--- src/rtl/uart_pkg.sv ---
// Shared UART definitions: receiver state encoding and baud divisor helper.
package uart_pkg;

    typedef enum logic [2:0] {
        IDLE,
        START,
        DATA,
        STOP,
        BREAK
    } rx_state_t;

    function automatic int unsigned clks_per_bit(input int unsigned clk_freq,
                                                 input int unsigned baud);
        return clk_freq / baud;
    endfunction

endpackage

--- src/rtl/sync_fifo.sv ---
// Single-clock FIFO with extra-MSB pointers; head entry is always on dout.
module sync_fifo #(
    parameter int unsigned WIDTH = 8,
    parameter int unsigned DEPTH = 4
) (
    input  logic             clk,
    input  logic             reset,
    input  logic             push,
    input  logic             pop,
    input  logic [WIDTH-1:0] din,
    output logic [WIDTH-1:0] dout,
    output logic             empty,
    output logic             full
);

    localparam int unsigned AW = $clog2(DEPTH);

    if ((DEPTH < 2) || ((1 << AW) != DEPTH)) begin : g_depth_check
        $error("sync_fifo DEPTH must be a power of two and at least 2");
    end

    logic [WIDTH-1:0] mem [DEPTH];
    logic [AW:0]      wr_ptr;
    logic [AW:0]      rd_ptr;
    logic             do_pop;
    logic             do_push;

    assign empty = (wr_ptr == rd_ptr);
    assign full  = (wr_ptr[AW] != rd_ptr[AW]) && (wr_ptr[AW-1:0] == rd_ptr[AW-1:0]);

    // A pop frees the slot before the push lands, so full+pop+push is accepted.
    assign do_pop  = pop && !empty;
    assign do_push = push && (!full || do_pop);

    assign dout = mem[rd_ptr[AW-1:0]];

    always_ff @(posedge clk) begin
        if (reset) begin
            wr_ptr <= '0;
            rd_ptr <= '0;
        end else begin
            if (do_push) begin
                wr_ptr <= wr_ptr + 1'b1;
            end
            if (do_pop) begin
                rd_ptr <= rd_ptr + 1'b1;
            end
        end
    end

    always_ff @(posedge clk) begin
        if (do_push) begin
            mem[wr_ptr[AW-1:0]] <= din;
        end
    end

endmodule

--- src/rtl/uart_rx.sv ---
// 8N1 UART receiver: mid-bit sampling FSM feeding a small receive FIFO,
// with sticky framing and overrun flags cleared by clr_err.
module uart_rx
    import uart_pkg::*;
#(
    parameter int unsigned CLK_FREQ   = 12_000_000,
    parameter int unsigned BAUD       = 115_200,
    parameter int unsigned FIFO_DEPTH = 4
) (
    input  logic       clk,
    input  logic       reset,
    input  logic       rx,
    input  logic       rd_en,
    input  logic       clr_err,
    output logic [7:0] data,
    output logic       data_valid,
    output logic       frame_err,
    output logic       overrun,
    output logic       busy
);

    localparam int unsigned CLKS_PER_BIT = clks_per_bit(CLK_FREQ, BAUD);
    localparam int unsigned HALF_BIT     = CLKS_PER_BIT / 2;
    localparam int unsigned CW           = $clog2(CLKS_PER_BIT);
    localparam logic [CW-1:0] BIT_LAST   = CW'(CLKS_PER_BIT - 1);
    localparam logic [CW-1:0] HALF_LAST  = CW'(HALF_BIT - 1);

    if (CLKS_PER_BIT < 8) begin : g_baud_check
        $error("uart_rx: CLK_FREQ/BAUD must be at least 8");
    end

    logic          rx_meta;
    logic          rx_s;
    rx_state_t     state;
    rx_state_t     state_next;
    logic [CW-1:0] baud_cnt;
    logic [2:0]    bit_idx;
    logic [7:0]    shift;
    logic          cnt_clr;
    logic          shift_en;
    logic          push;
    logic          frame_evt;
    logic          fifo_empty;
    logic          fifo_full;
    logic          drop;

    always_ff @(posedge clk) begin
        if (reset) begin
            rx_meta <= 1'b1;
            rx_s    <= 1'b1;
        end else begin
            rx_meta <= rx;
            rx_s    <= rx_meta;
        end
    end

    always_ff @(posedge clk) begin
        if (reset) begin
            state <= IDLE;
        end else begin
            state <= state_next;
        end
    end

    always_comb begin
        state_next = state;
        cnt_clr    = 1'b0;
        shift_en   = 1'b0;
        push       = 1'b0;
        frame_evt  = 1'b0;
        case (state)
            IDLE: begin
                if (!rx_s) begin
                    state_next = START;
                    cnt_clr    = 1'b1;
                end
            end
            START: begin
                if (baud_cnt == HALF_LAST) begin
                    cnt_clr    = 1'b1;
                    state_next = rx_s ? IDLE : DATA;
                end
            end
            DATA: begin
                if (baud_cnt == BIT_LAST) begin
                    cnt_clr  = 1'b1;
                    shift_en = 1'b1;
                    if (bit_idx == 3'd7) begin
                        state_next = STOP;
                    end
                end
            end
            STOP: begin
                if (baud_cnt == BIT_LAST) begin
                    cnt_clr = 1'b1;
                    if (rx_s) begin
                        push       = 1'b1;
                        state_next = IDLE;
                    end else begin
                        frame_evt  = 1'b1;
                        state_next = BREAK;
                    end
                end
            end
            BREAK: begin
                if (rx_s) begin
                    state_next = IDLE;
                end
            end
            default: state_next = IDLE;
        endcase
    end

    always_ff @(posedge clk) begin
        if (reset) begin
            baud_cnt <= '0;
        end else if (cnt_clr) begin
            baud_cnt <= '0;
        end else if ((state == START) || (state == DATA) || (state == STOP)) begin
            baud_cnt <= baud_cnt + 1'b1;
        end
    end

    always_ff @(posedge clk) begin
        if (reset) begin
            bit_idx <= '0;
            shift   <= '0;
        end else begin
            if (state == START) begin
                bit_idx <= '0;
            end else if (shift_en) begin
                bit_idx <= bit_idx + 1'b1;
            end
            if (shift_en) begin
                shift <= {rx_s, shift[7:1]};
            end
        end
    end

    sync_fifo #(
        .WIDTH (8),
        .DEPTH (FIFO_DEPTH)
    ) u_fifo (
        .clk   (clk),
        .reset (reset),
        .push  (push),
        .pop   (rd_en),
        .din   (shift),
        .dout  (data),
        .empty (fifo_empty),
        .full  (fifo_full)
    );

    assign drop = push && fifo_full && !rd_en;

    // Error events take priority over a same-cycle clear.
    always_ff @(posedge clk) begin
        if (reset) begin
            frame_err <= 1'b0;
            overrun   <= 1'b0;
        end else begin
            if (frame_evt) begin
                frame_err <= 1'b1;
            end else if (clr_err) begin
                frame_err <= 1'b0;
            end
            if (drop) begin
                overrun <= 1'b1;
            end else if (clr_err) begin
                overrun <= 1'b0;
            end
        end
    end

    assign data_valid = !fifo_empty;
    assign busy       = (state != IDLE);

endmodule

--- config.mk ---
export PLATFORM = sky130hd
export DESIGN_NAME = uart_rx
export DESIGN_NICKNAME = d
export VERILOG_FILES = /design/src/rtl/uart_pkg.sv /design/src/rtl/sync_fifo.sv /design/src/rtl/uart_rx.sv
export SDC_FILE = /design/constraint.sdc
export NUM_CORES = 1
export LEC_CHECK = 0
export ABC_AREA = 1
export BUFFER_PORTS_ARGS = -buffer_cell sky130_fd_sc_hd__buf_2
export CAP_MARGIN = 20
export CORE_ASPECT_RATIO = 1.75
export CORE_MARGIN = 5
export CORE_UTILIZATION = 30
export DETAILED_ROUTE_END_ITERATION = 8
export SLEW_MARGIN = 30
export SYNTH_ARGS = -nofsm -noshare
export SYNTH_HDL_FRONTEND = slang
export SYNTH_SLANG_ARGS = --single-unit
--- constraint.sdc ---
create_clock -name clk -period 3.46 [get_ports clk]
set_input_delay 0.173 -clock clk [delete_from_list [all_inputs] [get_ports clk]]
set_output_delay 0.173 -clock clk [all_outputs]
set_load 0.005 [all_outputs]
* After elaboration in Yosys (flattened, before gate mapping)
Memories as Yosys holds them, arrays and structs flattened. A register that Yosys moved wholly into a read port is not among the register bits.
Index checks and enable logic that the tools add are counted.
** Word-level totals
- Register bits :: 31
- RAM bits :: 32
- Input bits :: 5
- Output and inout port bits :: 12
- Logic and storage cells :: 76
- Memories kept :: 1
** Cells by class
- Add/subtract/negate cells :: 4
- Equality and inequality tests :: 16
- Mux-type cells :: 26
- Reduce and logical (&&, ||, !) cells :: 19
** Memories
- u_fifo.mem :: depth 4, bits a word 8, read ports 1, clocked after memory_dff 1, wr ports 1, RTL line sync_fifo.sv:22 : logic [WIDTH-1:0] mem [DEPTH];
** Operator list (number)
- 2-to-1 mux 3 bit :: 7
- case mux 3 bit (5 select lines) :: 1
- 2-to-1 mux 1 bit :: 14
- != test 2 bit, second input constant :: 6
- adder 3 x 1 -> 3 bit, second input constant :: 3
- adder 7 x 1 -> 7 bit, second input constant :: 1
- equality test 7 x 6 -> 1 bit, second input constant :: 1
- equality test 7 bit, second input constant :: 1
- equality test 3 x 2 -> 1 bit, second input constant :: 2
- equality test 3 bit, second input constant :: 2
- 2-to-1 mux 2 bit :: 3
- AND reduction 6 bit :: 1
- OR reduction 2 bit :: 3
- logical AND 1 bit :: 5
- nonzero test 2 bit :: 2
- equality test 3 x 1 -> 1 bit, second input constant :: 1
- equality test 3 bit :: 1
- zero test 1 bit :: 3
- zero test 3 bit :: 1
- logical OR 1 bit :: 3
- case mux 1 bit (3 select lines) :: 1
- nonzero test 3 bit :: 1
- equality test 2 bit :: 1
- != test 1 bit :: 1

* Depth between registers and ports, before layout
Gate-level depths: netlist of the first run.
- Depth after elaboration :: 7
- Gate-level depth with buffers :: 9
- Gate-level depth less buffers :: 9

* Hierarchy
A second synthesis of the first run with hierarchy kept.
** Second synthesis, totals
- Cell total of the unflattened synthesis :: 308
- Area, all modules :: 2861.5 µm²
** By module, submodules not included
- sync_fifo :: times used 1, cells an instance 142, area each 1644.1 µm², seq. area each 1121.1 µm²
- uart_rx :: times used 1, cells an instance 166, area each 1217.4 µm², seq. area each 500.5 µm²

* Worst setup path after synthesis of the first run
Ideal clock, no wire load.
- Path type :: register to register
- From :: reg baud_cnt[0]
- To :: mem u_fifo.mem[0][0], enable pin
- Setup time :: 0.371 ns
- Arrival :: 1.470 ns
- Required time :: 3.089 ns
- Slack :: 1.619 ns
- Stages on the path, launching flop included :: 8
- Path buffers :: 0
- Period minus slack after synthesis :: 1.841 ns
- Cells stage by stage :: dfxtp_1 -> ha_1 -> nand2_1 -> nor2_2 -> nand2_1 -> clkinv_2 -> nand4_1 -> nor2_1
** Between the ends
- Word-level cells in the longest chain between the ends :: 6
** RTL lines
- start, declared :: RTL line uart_rx.sv:36 : logic [CW-1:0] baud_cnt;
- start signal, assigned :: RTL line uart_rx.sv:120 : baud_cnt <= baud_cnt + 1'b1;
- equality test 7 bit :: RTL line uart_rx.sv:94 : if (baud_cnt == BIT_LAST) begin
- 2-to-1 mux 1 bit :: RTL line uart_rx.sv:94
- 2-to-1 mux 1 bit :: RTL line uart_rx.sv:71 : case (state)
- logical AND 1 bit :: RTL line sync_fifo.sv:33 : assign do_push = push && (!full || do_pop);
- 2-to-1 mux 1 bit :: RTL line sync_fifo.sv:52 : if (do_push) begin
- 2-to-1 mux 1 bit (implied by the code) :: RTL line sync_fifo.sv:53 : mem[wr_ptr[AW-1:0]] <= din;
- end, declared :: RTL line sync_fifo.sv:22
No other way between the ends.

* Worst setup path after layout of the first run
- From :: reg baud_cnt[0]
- To :: mem u_fifo.mem[3][6], enable pin
The elaborated chain is that of the path after synthesis.

==> summary.txt, run 1 <==
status - complete, no violations
Async SR Flop Fraction - 0%
Hold Path Depth - 2
internal power - 1440 uW
Slew @ Worst Pin - 0.697 ns
crit path cell chain - ha_1, nand2_1, nor2_2, nand2_1, clkinv_2, nand4_1, nor2_1
Post-CTS Hold Buffers - 0
Tot GR Track Use - 11.4%
clk_skew - 0.00616 ns
CTS tree - built
vias in the first global route - 1930
via count - 1996
metal3 WL - 205 um
drt pass-1 iters - 4
#FFs+latches synth - 65
Max Freq - 0.466 GHz
startpoint types - flop
most common cell after layout, fill and taps aside - nand2_1
multi-input combinational cell area - 1000 um2
Crit path depth - 7
crit-path max cell delay - 0.59 ns
DP HPWL - 4300 um
total wire length - 5690 um
EDFF count, synth - 32
Synth cell types - 28
H-tree levels - 3
Area growth syn-to-layout - 17.5%
syn_nets - 308
routed len/inst - 12.9 um
Critical Path RT - 3.41 ns
Skew-Pair Late Insertion Delay - 0.32 ns
LEAKAGE - 0.00125 uW
post-CTS sizing - 0
YS warnings - 0
aggregate global routing overflow - 0
FP Rows - 46
Top FF cell, synth - dfxtp_1
max_slew headroom - 53.4%
Via density - 4.52
Setup TNS Final - 0 ns
final setup margin - 1.32 ns
Top delay family on crit path - simple AND/OR/NAND/NOR gates
most frequent cells in the layout - nand2_1, nor2_1, dfxtp_1
Seq/Total Area, Yosys - 58.7%
Die Span Y - 137 um
Hold Crit Class - in2reg
kind of critical path - reg2reg
R2R depth - 7
first-pass GRT wire length - 9320 um
Cell Pwr Density - 583 nW/um2
Antenna Cells - 0
Mapped Avg Cell Area - 9.36 um2
Post-Synthesis Cells - 295
combinational share of power - 10.9%
final-layout fill cell count - 921
Seq. cell area - 1620 um2
CP bufs+invs - 1
met2 wire length - 3400 um
Worst EP arrival - 2.10 ns
Top cell by count, worst path - nand2_1
Antenna Nets Post-Route - 0
Post-route DRC - 0
# Max-Cap Violations - 0
setup violators final - 0
reg2reg setup slack - 1.32 ns
layout cells sized above 1 - 12.7%
synthesized area - 2760 um2
Max rail drop VDD - 0.000363 V
CTS clk-pin slew, worst paths - 0.05 ns
Seq pwr share - 44.5%
Initial Utilization - 30.5%
Final min period - 2.14 ns
largest net degree at the start of global routing - 20
CTS Sinks - 65
Die W - 82.5 um
CTS Buf Count - 9
root buffer cell - clkbuf_16
GPL Wtd Cong - 0.756
final-report hold violation count - 0
element type at the critical path end - flop
Max Transition Viols Final - 0
Die ar. - 11300 um2
Critical Path Fanout Max - 8
Net count, final - 330
Std-Cell Core Area - 9040 um2
Sw Pwr - 451 uW
unrepaired setup endpoints after global routing - no
Ports - 17
Top Layer Used - met4
Final period util - 62.0%
Max clock buf depth - 2
CP max stage cell - nor2_1
pre-CTS setup slack - 1.30 ns
violation count after the first detailed-route iteration - 146
Clk pwr share - 44.7%
switching share of total power - 23.9%
initial antenna violation count - 0
setup bufs post-CTS - 0
Post-Route M1 WL - 1960 um
port buffer count - 16
==> Yosys cell counts, types with 2 or more instances <==
library cell  count  area share (%)
nand3_1          13             2.4
edfxtp_1         32              35
inv_2             2            0.27
nor2_2            3            0.68
nor2_4            2            0.82
dfxtp_1          33              24
nand4_1           5             1.1
or2_0             2            0.45
nor2_1           41             5.6
or2_2             3            0.68
nand2_1          57             7.8
o22ai_1           8             1.8
a21oi_1          22             4.0
ha_1              8             3.6
xnor2_1           2            0.63
clkbuf_1          4            0.54
xor2_1            5             1.6
inv_1            26             3.5
o21ai_0          18             3.3
==> flip-flops by register name (all words and copies together), names as in the netlist, named ones only <==
| name | flops |
|---|---|
| bit_idx | 3 |
| shift | 8 |
| u_fifo.mem | 32 |
| rx_s | 1 |
| frame_err | 1 |
| u_fifo.wr_ptr | 3 |
| overrun | 1 |
| baud_cnt | 7 |
| u_fifo.rd_ptr | 3 |
| rx_meta | 1 |
| state | 3 |
==> metrics by stage <==
stage | util (%) | hold slack, ns | cell area (um2) | cells | power [uW]
final | 35.9 | 0.0299 | 3240 | 442 | 1890
after detailed placement | 32.8 | 0.363 | 2960 | 426 | 1060
after floorplan | - | 0.277 | 2760 | 295 | 1010
after global routing | 35.9 | 0.0274 | 3240 | 442 | 1980
after CTS | 35.9 | 0.0174 | 3240 | 442 | 1910
after global placement | 32.8 | 0.361 | 2960 | 426 | 1060
==> path summary, 6_finish.rpt <==
path,from,end
max,baud_cnt[0]$_SDFFE_PP0P_,u_fifo.mem[3][6]$_DFFE_PP_
max reg2reg,baud_cnt[0]$_SDFFE_PP0P_,u_fifo.mem[3][6]$_DFFE_PP_
min reg2reg,rx_meta$_SDFF_PP1_,rx_s$_SDFF_PP1_
min,rx,rx_meta$_SDFF_PP1_
==> worst register-to-register path, delay by kind of cell (launching register included) <==
| kind | cells | cell delay [ns] |
|---|---|---|
| buf+inv | 1 | 0.09 |
| simple gates | 5 | 1.10 |
| flops | 1 | 0.36 |
| fa+ha+maj | 1 | 0.23 |
==> power by group through the flow <==
stage	clock network, uW	registers [uW]	logic (uW)
global route	900	842	242
floorplan	0	851	161
global placement	0	854	204
finish	844	840	206
detailed placement	0	855	207
CTS	865	839	209
==> routing by layer <==
| metal | track usage, % | vias up |
|---|---|---|
| met3 | 2.96 | 7 |
| met4 | 6.55 | 0 |
| li1 | - | 1033 |
| met1 | 10.1 | 929 |
| met5 | 0 | - |
| met2 | 22.0 | 27 |
==> layout make-up <==
type | instances | area share (%)
Tap cell | 120 | 4.63
Multi-Input combinational cell | 196 | 30.9
Sequential cell | 65 | 50.0
Clock buffer | 11 | 7.18
Clock inverter | 5 | 1.43
Inverter | 29 | 3.40
Timing Repair Buffer | 16 | 2.47
==> kinds of logic (layout without fill, tap and decap cells) <==
kind of cell	count (synthesis)	in the layout	synth area share [%]
AO/OA/AOI/OAI	50	50	9.61
adder cells (fa/ha/maj)	8	8	3.63
XOR/XNOR	7	7	2.22
buffers and inverters	34	61	4.94
flip-flops	65	65	58.7
AND/OR/NAND/NOR	131	131	20.9
(Power assumes the default switching activity.)
==> inputs of run 2 (changes only) <==
--- a/config.mk
+++ b/config.mk
@@ -5,7 +5,7 @@
 export SDC_FILE = /design/constraint.sdc
 export NUM_CORES = 1
 export LEC_CHECK = 0
-export ABC_AREA = 1
+export ABC_AREA = 0
 export BUFFER_PORTS_ARGS = -buffer_cell sky130_fd_sc_hd__buf_2
 export CAP_MARGIN = 20
 export CORE_ASPECT_RATIO = 1.75
==> constraint.sdc (replaced) <==
create_clock -name clk -period 2 [get_ports clk]
set_input_delay 0.1 -clock clk [delete_from_list [all_inputs] [get_ports clk]]
set_output_delay 0.1 -clock clk [all_outputs]
set_load 0.005 [all_outputs]
==> summary.txt, run 2 <==
status - complete, no violations (unchanged)
Cell Pwr Density - 872 nW/um2 (was 583 nW/um2)
Critical Path RT - 2.26 ns (was 3.41 ns)
Final period util - 88.9% (was 62.0%)
Via density - 4.64 (was 4.52)
Top delay family on crit path - compound AO/OA/AOI/OAI gates (was simple AND/OR/NAND/NOR gates)
initial antenna violation count - 0 (unchanged)
most common cell after layout, fill and taps aside - dfxtp_1 (was nand2_1)
CP max stage cell - a2111o_1 (was nor2_1)
most frequent cells in the layout - dfxtp_1, edfxtp_1, a21oi_1 (was nand2_1, nor2_1, dfxtp_1)
# Max-Cap Violations - 0 (unchanged)
DP HPWL - 3490 um (was 4300 um)
kind of critical path - reg2reg (unchanged)
drt pass-1 iters - 4 (unchanged)
first-pass GRT wire length - 8380 um (was 9320 um)
layout cells sized above 1 - 25.6% (was 12.7%)
clk_skew - 0.00553 ns (was 0.00616 ns)
Hold Crit Class - in2reg (unchanged)
reg-to-reg critical path startpoint - baud_cnt[0]$_SDFFE_PP0P_ (unchanged)
FP Rows - 46 (unchanged)
Final Instance Area - 3290 um2 (was 3240 um2)
Worst EP arrival - 2.03 ns (was 2.10 ns)
Max clock buf depth - 2 (unchanged)
max_slew headroom - 68.9% (was 53.4%)
Tot GR Track Use - 9.86% (was 11.4%)
reg2reg setup slack - 0.22 ns (was 1.32 ns)
via count - 1718 (was 1996)
Hold Path Depth - 3 (was 2)
Die W - 82.4 um (was 82.5 um)
crit-path max cell delay - 0.52 ns (was 0.59 ns)
Max Transition Viols Final - 0 (unchanged)
Skew-Pair Late Insertion Delay - 0.33 ns (was 0.32 ns)
Worst Hold Endpoint - overrun$_SDFFE_PP0P_ (was rx_meta$_SDFF_PP1_)
total wire length - 4770 um (was 5690 um)
Setup crit start - baud_cnt[0]$_SDFFE_PP0P_ (unchanged)
Async SR Flop Fraction - 0% (unchanged)
Ports - 17 (unchanged)
YS warnings - 0 (unchanged)
Net count, final - 258 (was 330)
Post-Synthesis Cells - 220 (was 295)
Max rail drop VDD - 0.000404 V (was 0.000363 V)
final-report hold violation count - 0 (unchanged)
syn_nets - 233 (was 308)
Synth top cells by count - dfxtp_1, edfxtp_1, a21oi_1 (was nand2_1, nor2_1, dfxtp_1)
Top FF cell, synth - dfxtp_1 (unchanged)
#FFs+latches synth - 65 (unchanged)
Antenna Cells - 0 (unchanged)
final-layout fill cell count - 888 (was 921)
aggregate global routing overflow - 0 (unchanged)
violation count after the first detailed-route iteration - 75 (was 146)
Slew @ Worst Pin - 0.461 ns (was 0.697 ns)
largest net degree at the start of global routing - 26 (was 20)
CTS clk-pin slew, worst paths - 0.05 ns (about the same)
Synth area leaders - edfxtp_1, dfxtp_1, mux4_2 (was edfxtp_1, dfxtp_1, nand2_1)
Synth cell types - 46 (was 28)
CP bufs+invs - 1 (unchanged)
Antenna Nets Post-Route - 0 (unchanged)
Initial Utilization - 30.5% (about the same)
Mapped Avg Cell Area - 12.5 um2 (was 9.36 um2)
setup violators final - 0 (unchanged)
Critical Path Fanout Max - 7 (was 8)
Area growth syn-to-layout - 19.4% (was 17.5%)
max FFs per register - 32 (unchanged)
Seq/Total Area, Yosys - 58.9% (was 58.7%)
most common cell in the netlist - dfxtp_1 (was nand2_1)
final setup margin - 0.223 ns (was 1.32 ns)
setup bufs post-CTS - 0 (unchanged)
Yosys top cell by area - edfxtp_1 (unchanged)
r2r endpoint - baud_cnt[0]$_SDFFE_PP0P_ (was u_fifo.mem[3][6]$_DFFE_PP_)
synthesized area - 2750 um2 (was 2760 um2)
LEAKAGE - 0.00119 uW (was 0.00125 uW)
EDFF count, synth - 32 (unchanged)
Yosys top cell area share - 34.9% (was 34.8%)
pre-CTS setup slack - 0.115 ns (was 1.30 ns)
R2R depth - 6 (was 7)
H-tree levels - 3 (unchanged)
Post-route DRC - 0 (unchanged)
Die Span Y - 137 um (about the same)
CTS Buf Count - 9 (unchanged)
root buffer cell - clkbuf_16 (unchanged)
vias in the first global route - 1783 (was 1930)
Max Freq - 0.563 GHz (was 0.466 GHz)
element type at the critical path end - flop (unchanged)
GPL Wtd Cong - 0.788 (was 0.756)
dpl cell area - 3000 um2 (was 2960 um2)
CTS Sinks - 65 (unchanged)
Die ar. - 11300 um2 (about the same)
startpoint types - flop (unchanged)
Std-Cell Core Area - 9040 um2 (unchanged)
CTS tree - built (unchanged)
Final min period - 1.78 ns (was 2.14 ns)
final core occ - 36.4% (was 35.9%)
crit path cell chain - ha_1, nand3b_1, nor4b_1, buf_4, a2111o_1, a21oi_1 (was ha_1, nand2_1, nor2_2, nand2_1, clkinv_2, nand4_1, nor2_1)
hold path start - clr_err (was rx)
port buffer count - 16 (unchanged)
routed len/inst - 12.9 um (about the same)
run 2: changes by cell type after synthesis, sizes merged, moves of 8 or more:
cell	delta
inv	-22
mux4	+8
nand2	-37
nor2	-36
o21ai	-15
o22ai	-8
run 2: logic make-up after synthesis:
| group | after synthesis | synth area share (%) |
|---|---|---|
| AO/OA/AOI/OAI | 39 | 9.40 |
| adder cells (fa/ha/maj) | 8 | 3.63 |
| flip-flops | 65 | 58.9 |
| multiplexers | 11 | 7.68 |
| AND/OR/NAND/NOR | 65 | 12.6 |
| XOR/XNOR | 13 | 4.68 |
| buffers and inverters | 19 | 3.09 |
run 2: layer usage:
metal	share of wire (%)	global-route usage [%]	vias up
met3	4.4	3.62	13
met2	54	16.6	25
met4	3.3	5.45	0
li1	-	-	856
met1	38	10.4	824
met5	0	0	-
run 2: final cells by class:
type	count	area, um2	area share, %
sequential	65	1620	49.3
clock inverter	7	53.8	1.64
timing repair buffer	27	165	5.02
inverter	6	22.5	0.685
multi-input combinational	136	1050	32.0
tap	120	150	4.56
clock buffer	9	225	6.85
run 2: worst max path at each step:
stage	to	slack, ns	cells past startpoint
after floorplan	u_fifo.mem[3][0]$_DFFE_PP_	0.10	4
after global placement	shift[7]$_SDFFE_PP0P_	0.20	5
after detailed placement	shift[3]$_SDFFE_PP0P_	0.12	5
after CTS	shift[3]$_SDFFE_PP0P_	0.11	5
after global routing	baud_cnt[2]$_SDFFE_PP0P_	-0.008	6
final	baud_cnt[0]$_SDFFE_PP0P_	0.22	6
run 2: worst reg2reg max path, delay by kind of cell, from the launching register on:
kind | cells | cell delay, ns
buffers and inverters | 1 | 0.15
AO/OA/AOI/OAI | 2 | 0.69
AND/OR/NAND/NOR | 2 | 0.28
adder cells (fa/ha/maj) | 1 | 0.25
flip-flops | 1 | 0.34
run 2: power breakdown:
part	leakage (uW)	total, uW	switching (uW)	internal, uW
Sequential	0.000563	1390	5.70	1390
Clock	0.000129	1430	582	847
Combinational	0.000495	43.5	25.3	18.2
Total	0.00119	2870	613	2250
run 2: stage by stage:
stage / hold slack, ns / cells / TNS [ns] / power, uW
after floorplan: 0.204 / 220 / 0 / 1450
after global placement: 0.285 / 353 / 0 / 1460
after detailed placement: 0.288 / 353 / 0 / 1470
after CTS: 0.0611 / 370 / 0 / 2900
after global routing: 0.0712 / 370 / -0.00844 / 2970
final: 0.0664 / 370 / 0 / 2870
run 2: timing repair:
action / CTS / global route
gates resized for setup: 0 / 1
setup endpoints to repair: 0 / 10
hold buffers: 1 / 0
endpoints found under the hold margin: 1 / 0
==> inputs of run 3 (changes only) <==
--- a/config.mk
+++ b/config.mk
@@ -6,12 +6,12 @@
 export NUM_CORES = 1
 export LEC_CHECK = 0
 export ABC_AREA = 0
-export BUFFER_PORTS_ARGS = -buffer_cell sky130_fd_sc_hd__buf_2
 export CAP_MARGIN = 20
 export CORE_ASPECT_RATIO = 1.75
 export CORE_MARGIN = 5
 export CORE_UTILIZATION = 30
 export DETAILED_ROUTE_END_ITERATION = 8
+export DONT_BUFFER_PORTS = 1
 export SLEW_MARGIN = 30
 export SYNTH_ARGS = -nofsm -noshare
 export SYNTH_HDL_FRONTEND = slang
==> summary.txt, run 3 (same netlist as run 2, synthesis figures left out) <==
Die Span Y - 137 um (unchanged)
total wire length - 4860 um (was 4770 um)
fin cells - 355 (was 370)
Max Freq - 0.557 GHz (was 0.563 GHz)
Die W - 82.4 um (unchanged)
kind of critical path - reg2reg (unchanged)
initial antenna violation count - 0 (unchanged)
Worst EP arrival - 2.00 ns (was 2.03 ns)
Initial Utilization - 30.5% (unchanged)
Slew @ Worst Pin - 0.873 ns (was 0.461 ns)
Area growth syn-to-layout - 18.6% (was 19.4%)
port buffer count - 0 (was 16)
Post-route DRC - 0 (unchanged)
drt pass-1 iters - 4 (unchanged)
largest net degree at the start of global routing - 24 (was 26)
# Max-Cap Violations - 0 (unchanged)
clk_skew - 0.00345 ns (was 0.00553 ns)
via count - 1646 (was 1718)
Cell Pwr Density - 944 nW/um2 (was 872 nW/um2)
WHS - 0.0806 ns (was 0.0664 ns)
final-report hold violation count - 0 (unchanged)
Top delay family on crit path - simple AND/OR/NAND/NOR gates (was compound AO/OA/AOI/OAI gates)
final-layout fill cell count - 900 (was 888)
CTS clk-pin slew, worst paths - 0.05 ns (about the same)
first-pass GRT wire length - 8450 um (was 8380 um)
Setup TNS Final - 0 ns (unchanged)
crit-path max cell delay - 0.38 ns (was 0.52 ns)
Critical Path Fanout Max - 7 (unchanged)
CP bufs+invs - 1 (unchanged)
Die ar. - 11300 um2 (unchanged)
layout cells sized above 1 - 19.6% (was 25.6%)
Final period util - 89.8% (was 88.9%)
Final min period - 1.80 ns (was 1.78 ns)
setup bufs post-CTS - 0 (unchanged)
vias in the first global route - 1754 (was 1783)
final setup margin - 0.204 ns (was 0.223 ns)
Final Power - 3080 uW (was 2870 uW)
most common cell after layout, fill and taps aside - dfxtp_1 (unchanged)
Antenna Nets Post-Route - 0 (unchanged)
Net count, final - 243 (was 258)
CP max stage cell - dfxtp_1 (was a2111o_1)
Tot GR Track Use - 10.2% (was 9.86%)
Via density - 4.64 (about the same)
pre-CTS setup slack - 0.172 ns (was 0.115 ns)
Cells after DPL - 335 (was 353)
CTS tree - built (unchanged)
GPL Wtd Cong - 0.797 (was 0.788)
setup violators final - 0 (unchanged)
max FFs per register - 32 (unchanged)
Antenna Cells - 0 (unchanged)
routed len/inst - 13.7 um (was 12.9 um)
Critical Path RT - 2.20 ns (was 2.26 ns)
Max clock buf depth - 2 (unchanged)
FP Rows - 46 (unchanged)
LEAKAGE - 0.00115 uW (was 0.00119 uW)
CTS Buf Count - 9 (unchanged)
status - complete, no violations (unchanged)
root buffer cell - clkbuf_16 (unchanged)
CTS Sinks - 65 (unchanged)
Skew-Pair Late Insertion Delay - 0.32 ns (was 0.33 ns)
max_slew headroom - 41.6% (was 68.9%)
most frequent cells in the layout - dfxtp_1, edfxtp_1, a21oi_1 (unchanged)
crit path cell chain - ha_1, nand3b_1, nor4b_1, buf_4, a2111o_1, a21oi_1 (unchanged)
startpoint types - flop (unchanged)
H-tree levels - 3 (unchanged)
Hold Crit Class - in2reg (unchanged)
element type at the critical path end - flop (unchanged)
violation count after the first detailed-route iteration - 92 (was 75)
aggregate global routing overflow - 0 (unchanged)
Max Transition Viols Final - 0 (unchanged)
Max rail drop VDD - 0.000435 V (was 0.000404 V)
unrepaired setup endpoints after global routing - no
DP HPWL - 3510 um (was 3490 um)
Ports - 17 (unchanged)
Std-Cell Core Area - 9040 um2 (unchanged)
run 3: changes by cell type in the layout (fill, tap and decap cells not counted):
cell / change
dlygate4sd3_1: +3
inv_6: -3
clkinvlp_4: -2
buf_2: -16
clkinv_2: +1
buf_4: -2
bufinv_16: +2
clkinv_4: +2
run 3: cell type report:
class | instances | area (um2) | share of cell area [%]
well taps | 120 | 150 | 4.60
repair buffers | 12 | 100 | 3.07
multi-input cells | 136 | 1050 | 32.2
inverters | 6 | 22.5 | 0.690
clock buffers | 9 | 225 | 6.90
flip-flops and latches | 65 | 1620 | 49.7
clock inverters | 7 | 95.1 | 2.91
run 3: final timing paths:
kind	depth (start not counted)	from	endpoint	slack, ns
worst max-delay path	6	baud_cnt[0]$_SDFFE_PP0P_	baud_cnt[3]$_SDFFE_PP0P_	0.20
worst min register to register	1	rx_meta$_SDFF_PP1_	rx_s$_SDFF_PP1_	0.41
worst min-delay path	3	rd_en	u_fifo.rd_ptr[2]$_SDFFE_PP0N_	0.08
worst max register to register	6	baud_cnt[0]$_SDFFE_PP0P_	baud_cnt[3]$_SDFFE_PP0P_	0.20
run 3: metal layers:
layer / part of all wire (%) / vias to the layer above / track usage, % / routed length, um
met4: 3.2 / 0 / 7.39 / 154
met5: 0 / - / 0 / 0
met2: 56 / 21 / 17.4 / 2710
met3: 4.3 / 11 / 3.43 / 208
met1: 37 / 788 / 10.0 / 1790
li1: - / 826 / - / -
run 3: power by group:
part / internal [uW] / leakage [uW] / switching, uW
clock: 1090 / 0.000155 / 558
combinational: 18.8 / 0.000427 / 24.2
sequential: 1390 / 0.000563 / 4.80
total: 2500 / 0.00115 / 587
run 3: per-stage QoR:
stage	utilization [%]	area [um2]
final	36.1	3270
after global routing	36.1	3270
after CTS	36.1	3260
after detailed placement	32.1	2900
after global placement	32.1	2900
after floorplan	-	2750
run 3: worst register-to-register path, cell delays in order (launching register included):
cell and delay (ns):
dfxtp_1 0.38, ha_1 0.24, nand3b_1 0.18, nor4b_1 0.32, buf_4 0.18, a2111o_1 0.27, a21oi_1 0.10
run 3: what timing repair did:
action,in CTS,in global routing
endpoints found under the hold margin,26,0
endpoints found under the setup margin,0,9
resized for setup,0,1
hold buffers,4,0
